<file path="config.mk">
export PLATFORM = sky130hd
export DESIGN_NAME = tmem_bank
export DESIGN_NICKNAME = d
export VERILOG_FILES = /design/src/rtl/tmem_pkg.sv /design/src/rtl/tmem_chan.sv /design/src/rtl/tmem_bank.sv
export SDC_FILE = /design/constraint.sdc
export NUM_CORES = 1
export LEC_CHECK = 0
export ABC_AREA = 0
export CAP_MARGIN = 10
export CORE_ASPECT_RATIO = 2
export CORE_MARGIN = 3
export CORE_UTILIZATION = 55
export CTS_CLUSTER_SIZE = 10
export DETAILED_ROUTE_END_ITERATION = 6
export PLACE_DENSITY = 0.83
export SLEW_MARGIN = 5
export SYNTH_ARGS = -nofsm -noshare
export SYNTH_HDL_FRONTEND = slang
export SYNTH_SLANG_ARGS = --single-unit
</file>
<file path="constraint.sdc">
create_clock -name clk -period 2.4 [get_ports clk]
set_input_delay 0.24 -clock clk [delete_from_list [all_inputs] [get_ports clk]]
set_output_delay 0.24 -clock clk [all_outputs]
set_load 0.03 [all_outputs]
</file>
<file path="src/rtl/tmem_pkg.sv">
// Shared state encoding and overflow-mode constants for the temporal-memory bank.
package tmem_pkg;

  // Per-channel FSM states
  localparam logic [1:0] ST_IDLE  = 2'd0;
  localparam logic [1:0] ST_WRITE = 2'd1;
  localparam logic [1:0] ST_HOLD  = 2'd2;
  localparam logic [1:0] ST_READ  = 2'd3;

  // Overflow behaviour while counting a write pulse
  localparam int unsigned OVF_WRAP = 0;
  localparam int unsigned OVF_SAT  = 1;

endpackage

</file>
<file path="src/rtl/tmem_chan.sv">
// One temporal-memory channel: measures a write pulse, holds it, replays it as a delayed fire pulse.
module tmem_chan
  import tmem_pkg::*;
#(
  parameter int unsigned BITS     = 4,
  parameter int unsigned SATURATE = OVF_WRAP
) (
  input  logic            clk,
  input  logic            rstb,
  input  logic            we,
  input  logic            re,
  output logic            fire,
  output logic            valid,
  output logic            busy,
  output logic            carry,
  output logic [BITS-1:0] value
);

  localparam logic [BITS-1:0] CNT_MAX = {BITS{1'b1}};

  logic [1:0]      r_state, w_state_nxt;
  logic [BITS-1:0] r_cnt, w_cnt_nxt;
  logic [BITS-1:0] r_value, w_value_nxt;
  logic            r_carry, w_carry_nxt;
  logic            r_fire, w_fire_nxt;
  logic            r_valid, w_valid_nxt;
  logic            r_busy, w_busy_nxt;

  // Next-state and next-output decode; a new write pulse overrides everything else
  always_comb begin
    w_state_nxt = r_state;
    w_cnt_nxt   = r_cnt;
    w_value_nxt = r_value;
    w_carry_nxt = r_carry;
    w_fire_nxt  = 1'b0;

    if (we && (r_state != ST_WRITE)) begin
      w_state_nxt = ST_WRITE;
      w_cnt_nxt   = BITS'(1);
      w_carry_nxt = 1'b0;
    end else begin
      case (r_state)
        ST_WRITE: begin
          if (we) begin
            if (r_cnt == CNT_MAX) begin
              w_carry_nxt = 1'b1;
              w_cnt_nxt   = (SATURATE == OVF_SAT) ? CNT_MAX : '0;
            end else begin
              w_cnt_nxt = r_cnt + BITS'(1);
            end
          end else begin
            w_value_nxt = r_cnt;
            w_state_nxt = ST_HOLD;
          end
        end
        ST_HOLD: begin
          if (re) begin
            w_state_nxt = ST_READ;
            w_cnt_nxt   = r_value;
          end
        end
        ST_READ: begin
          if (r_cnt != '0) begin
            w_cnt_nxt = r_cnt - BITS'(1);
          end else begin
            w_fire_nxt  = 1'b1;
            w_state_nxt = ST_HOLD;
          end
        end
        default: begin
        end
      endcase
    end

    w_valid_nxt = (w_state_nxt == ST_HOLD) || (w_state_nxt == ST_READ);
    w_busy_nxt  = (w_state_nxt == ST_WRITE) || (w_state_nxt == ST_READ);
  end

  // State and output registers, cleared asynchronously
  always_ff @(posedge clk or negedge rstb) begin
    if (!rstb) begin
      r_state <= ST_IDLE;
      r_cnt   <= '0;
      r_value <= '0;
      r_carry <= 1'b0;
      r_fire  <= 1'b0;
      r_valid <= 1'b0;
      r_busy  <= 1'b0;
    end else begin
      r_state <= w_state_nxt;
      r_cnt   <= w_cnt_nxt;
      r_value <= w_value_nxt;
      r_carry <= w_carry_nxt;
      r_fire  <= w_fire_nxt;
      r_valid <= w_valid_nxt;
      r_busy  <= w_busy_nxt;
    end
  end

  assign fire  = r_fire;
  assign valid = r_valid;
  assign busy  = r_busy;
  assign carry = r_carry;
  assign value = r_value;

endmodule

</file>
<file path="src/rtl/tmem_bank.sv">
// Bank of independent temporal-memory channels with packed stored-value output.
module tmem_bank
  import tmem_pkg::*;
#(
  parameter int unsigned CHANNELS = 4,
  parameter int unsigned BITS     = 4,
  parameter int unsigned SATURATE = OVF_WRAP
) (
  input  logic                     clk,
  input  logic                     rstb,
  input  logic [CHANNELS-1:0]      we,
  input  logic [CHANNELS-1:0]      re,
  output logic [CHANNELS-1:0]      fire,
  output logic [CHANNELS-1:0]      valid,
  output logic [CHANNELS-1:0]      busy,
  output logic [CHANNELS-1:0]      carry,
  output logic [CHANNELS*BITS-1:0] value
);

  // One channel per bit of we/re; value slices packed low channel first
  for (genvar gi = 0; gi < CHANNELS; gi++) begin : g_chan
    tmem_chan #(
      .BITS     (BITS),
      .SATURATE (SATURATE)
    ) u_chan (
      .clk   (clk),
      .rstb  (rstb),
      .we    (we[gi]),
      .re    (re[gi]),
      .fire  (fire[gi]),
      .valid (valid[gi]),
      .busy  (busy[gi]),
      .carry (carry[gi]),
      .value (value[gi*BITS +: BITS])
    );
  end

endmodule
</file>
==> results.yml <==
global_route:
  grt_pass1_vias: 2772
  grt_use_met2_pct: 37.53
  grt.overflow.total: 0
  grt_pass1_wl_um: 12500
  grt_max_degree: 24
  grt.busiest_layer: "met2"
  grt_use_met3_pct: 2.753
  grt_util_all_layers_pct: 21.92
  antenna_found_initial: 0
  grt_util_met1_pct: 24.64
synth:
  syn-num-nets: 395
  syn_area_per_cell_um2: 9.527
  synth.ff_latch_count: 52
  synth_area_um2: 3411
  yosys_warnings: 0
  async_flop_share_pct: 100.0
  synth-edff-count: 0
  synthCells: 358
  ys_types: 57
  ys_seq_area_share_pct: 38.15
  synth-main-ff-cell: "dfrtp_1"
timing:
  maxSlewHeadroom_pct: 67.24
  drv_slew: 0
  fin_crit_sh_pct: 85.59
  finalSetupTns_ps: 0
  min_period_ps: 2054
  holdWs_ps: 403.0
  worstMarginPinSlew_ps: 487.0
  final-hold-violation-count: 0
  rsz0062_at_grt: "no"
  max_freq_ghz: 0.4868
  setup_viol: 0
  finClkSkew_ps: 4.705
cells_and_area:
  drive_above_1_share_pct: 7.652
  n_antenna_cell: 0
  area_growth_pct: 14.05
  nets: 415
route:
  ant_nets: 0
  drc: 0
  firstDrtPassIters: 4
  via_per_inst: 6.174
  via_count: 2729
  wl_um: 7277
  wl_per_cell_um: 16.46
  drtIter0Drc: 184
worst_setup_path:
  crit_required_ps: 2570
  slowest_stage: "dfrtp_1"
  slowest_delay_ps: 430
  start_kind: "flip-flop"
  crit_type: "flip-flop to flip-flop"
  worst_setup_path_end_kind: "flip-flop"
  crit_path_cell_trace: "inv_1, ha_1, and2b_2, maj3_1, o41ai_1"
  crit_fanout: 12
  crit_arrival_ps: 2230
floorplan:
  core_um2: 6006
  die-area_um2: 7240
  die_w_um: 61.69
  start_util_pct: 56.79
  die_y_um: 117.4
  ios: 42
  num_rows: 40
clocking:
  clk_path_buf_depth: 2
  root_buffer: "clkbuf_16"
  ctsResizeCount: 0
  clock_sinks: 52
  tritoncts: "yes"
  htree_levels: 2
  clk_pin_slew_ps: 70
  clkLatencyLatePin_ps: 290
  cts_made_buffers: 5
power_and_ir_drop:
  power.density_nw_per_um2: 1463
  ir_drop_v: 0.0008027
  p_leak_nw: 1.762
placed_design:
  numPortBuffers: 41
  place.gp.congestion: 0.9167
  dpl.hpwl_um: 5532
flow_run:
  max_cap_viol_count: 0
outcome:
  status: "completed"
worst_hold_path:
  hp-class: "input pin to async pin"
==> layout by cell type, fill, tap and decap left out, types with 8 or more instances in the layout <==
master / synthesis / final
a21oi_1: 8 / 8
a221oi_1: 10 / 10
clkdlybuf4s50_1: 0 / 40
dfrtp_1: 52 / 52
ha_1: 27 / 27
inv_1: 29 / 29
mux2_2: 11 / 11
nand2_1: 36 / 36
nand2b_1: 10 / 10
nor2_1: 16 / 16
nor2b_1: 9 / 9
o211ai_1: 8 / 8
o21ai_0: 19 / 19
==> layout make-up <==
cell class / instances / area, um^2
well taps: 63 / 78.83
fillers: 491 / 2116
multi-input cells: 245 / 1813
clock inverters: 1 / 7.507
repair buffers: 45 / 437.9
flip-flops and latches: 52 / 1301
inverters: 29 / 108.9
clock buffers: 7 / 142.6
==> metal layers <==
| layer | up-vias | share of wire, % | wire length (um) |
|---|---|---|---|
| met4 | 0 | 4.4 | 319 |
| li1 | 1311 | - | - |
| met3 | 27 | 3.6 | 263 |
| met5 | - | 0 | 0 |
| met1 | 1312 | 37 | 2712 |
| met2 | 79 | 55 | 3982 |
==> final timing paths <==
path,startpoint,to,slack [ps],cells after the start
max,g_chan[2].u_chan.r_state[0],g_chan[2].u_chan.r_cnt[1],350,5
min,rstb,g_chan[2].u_chan.value[2],400,2
max reg2reg,g_chan[2].u_chan.r_state[0],g_chan[2].u_chan.r_cnt[1],350,5
min reg2reg,g_chan[2].u_chan.carry,g_chan[2].u_chan.carry,510,2
max in group asynchronous,rstb,g_chan[1].u_chan.value[2],1370,3
min in group clk,g_chan[2].u_chan.carry,g_chan[2].u_chan.carry,510,2
==> worst max-delay path: cells and delay by family (launching register included) <==
kind / cells / cell delay, ps
compound gates: 1 / 370
fa+ha+maj: 2 / 750
buf+inv: 1 / 120
flops: 1 / 430
simple gates: 1 / 260
==> synthesized netlist by cell type (all sizes together) (5+ instances only) <==
cell type	number	share of area (%)
o21ai	21	3.1
inv	29	3.2
xor2	5	1.3
nor2b	9	1.7
dfrtp	52	38
ha	27	9.9
nand2	36	4.0
nand2b	10	1.8
clkbuf	11	1.2
o211ai	8	1.8
a21oi	8	1.2
mux2	11	3.6
a221oi	10	2.6
nor2	16	1.8
nor3	5	0.73
buf	21	4.3
==> logic make-up after synthesis <==
group | after synthesis | synth area share [%]
AOI/OAI and AO/OA | 91 | 20.10
xor gates and xnor gates | 6 | 1.541
adders and majority gates | 31 | 11.08
buffers and inverters | 61 | 8.694
DFF | 52 | 38.15
muxes | 15 | 4.806
and+or+nand+nor | 102 | 15.63
==> report_power, final <==
group / internal (mW) / switching, mW
clock: 0.416 / 0.315
combinational: 1.45 / 1.86
sequential: 1.23 / 0.432
total: 3.09 / 2.60
==> repair_timing <==
action                                  in CTS  in global routing
hold buffers                                 1                  0
endpoints found under the hold margin       15                  0
setup buffers                                0                  0
endpoints found under the setup margin       0                  0
==> sequential cells by signal, summed over array words and instances, names as in the netlist <==
| register | count |
|---|---|
| g_chan.u_chan.r_cnt | 16 |
| g_chan.u_chan.value | 16 |
| g_chan.u_chan.r_state | 6 |
| g_chan.u_chan.carry | 4 |
| g_chan.u_chan.fire | 4 |
| g_chan.u_chan.busy | 3 |
| g_chan.u_chan.valid | 3 |
==> through the flow <==
step / std cells / power (mW) / util, % / setup WS, ps / instance area, um^2
after global placement: 433 / 4.866 / 62.10 / 475.5 / 3730
final: 442 / 5.692 / 64.77 / 345.8 / 3890
after global routing: 442 / 6.149 / 64.77 / 177.1 / 3890
after detailed placement: 433 / 4.952 / 62.10 / 372.1 / 3730
after floorplan: 358 / 4.105 / - / 589.6 / 3411
after CTS: 442 / 5.716 / 64.77 / 340.6 / 3890
Power figures use the tool's default switching activity.
==> patch, RTL diff (same settings) <==
Set the parameter `CHANNELS` to 3 (it was 4).
--- a/src/rtl/tmem_bank.sv
+++ b/src/rtl/tmem_bank.sv
@@ -3,5 +3,5 @@
   import tmem_pkg::*;
 #(
-  parameter int unsigned CHANNELS = 4,
+  parameter int unsigned CHANNELS = 3,
   parameter int unsigned BITS     = 4,
   parameter int unsigned SATURATE = OVF_WRAP
Interface: changed (7 resized); port bits go from 42 to 32. The function was not compared with the original's and may differ.
==> patch against the unedited design <==
Setup slack got worse by 0.092 ns. Hold slack got worse by 0.34 ns. Sequential power decreased by 20%. Wire length decreased by 18%. Sequential cell count decreased by 13. Design area decreased by 23%. Synthesized area decreased by 22%. First-iteration DRC count decreased by 67%. Total power decreased by 19%. Largest cell class unchanged. Largest power group unchanged.
==> patch: results (changes against the unedited design) <==
launch instance of the worst register-to-register path=g_chan[0].u_chan.r_state[1] (was g_chan[2].u_chan.r_state[0]); count of distinct cell types in the synthesized netlist=54 (was 57); share of the yosys chip area belonging to registers=36.7% (was 38.2%); part of the power in registers=28.5% (was 29.2%); multi-input combinational gate total=198 (was 245); reg-to-reg critical path endpoint=g_chan[0].u_chan.r_cnt[0] (was g_chan[2].u_chan.r_cnt[1]); Final Power=0.00462 W (was 0.00569 W); summed area of non-filler cells in the final layout=2990 µm² (was 3890 µm²); Well Taps=55 (was 63); clk cell area share=3.35% (was 3.86%); Worst Reg-to-Reg Cells=7 (was 5); met2 Track Usage GR=37.6% (was 37.5%); cell at the root of the clock tree=sky130_fd_sc_hd__clkbuf_8 (was sky130_fd_sc_hd__clkbuf_16); final critical delay including setup and external delays=2.15 ns (was 2.05 ns); Final Wtd Congestion=0.844 (was 0.917); Worst EP arrival=2.32 ns (was 2.23 ns); data-path buffer share of cell area in the final layout=10.7% (was 11.3%); number of placed cells counting well taps=344 (was 433); fraction of area in multi-input gates=48.5% (was 46.6%); largest stage delay on the critical path=0.47 ns (was 0.43 ns); GRT Util Overall=22.7% (was 21.9%); maximum net fanout on the critical path=6 (was 12); maximum resistive drop on vdd=866 µV (was 803 µV); number of input and output port buffers inserted=31 (was 41); global-route wire length before repair=9950 µm (was 12500 µm); non-clock buffer total of the final layout=33 (was 45); run status=finished clean (unchanged); Non-Filler Instances=352 (was 442)
[patch: changes by cell type after synthesis, moves of 7 or more]
cell,delta
sky130_fd_sc_hd__inv_1,-11
sky130_fd_sc_hd__dfrtp_1,-13
sky130_fd_sc_hd__a21oi_1,+7
sky130_fd_sc_hd__nand2_1,-9
sky130_fd_sc_hd__clkbuf_1,-9
sky130_fd_sc_hd__mux2_2,-7
[patch: critical path, delay by kind of cell (launching register included)]
| family | cells | cell delay, ns |
|---|---|---|
| muxes | 1 | 0.33 |
| buffers and inverters | 1 | 0.14 |
| and+or+nand+nor | 4 | 0.80 |
| adders and majority gates | 1 | 0.29 |
| DFF | 1 | 0.47 |
[patch: kinds of logic (layout without fill, tap and decap cells)]
logic type	after synthesis	count (layout)	synth area share [%]
AO/OA/AOI/OAI	81	81	21.4
buffers and inverters	42	60	8.89
flip-flops	39	39	36.7
adder cells (fa/ha/maj)	26	26	11.9
XOR/XNOR	4	4	1.32
multiplexers	11	11	5.08
AND/OR/NAND/NOR	76	76	14.8
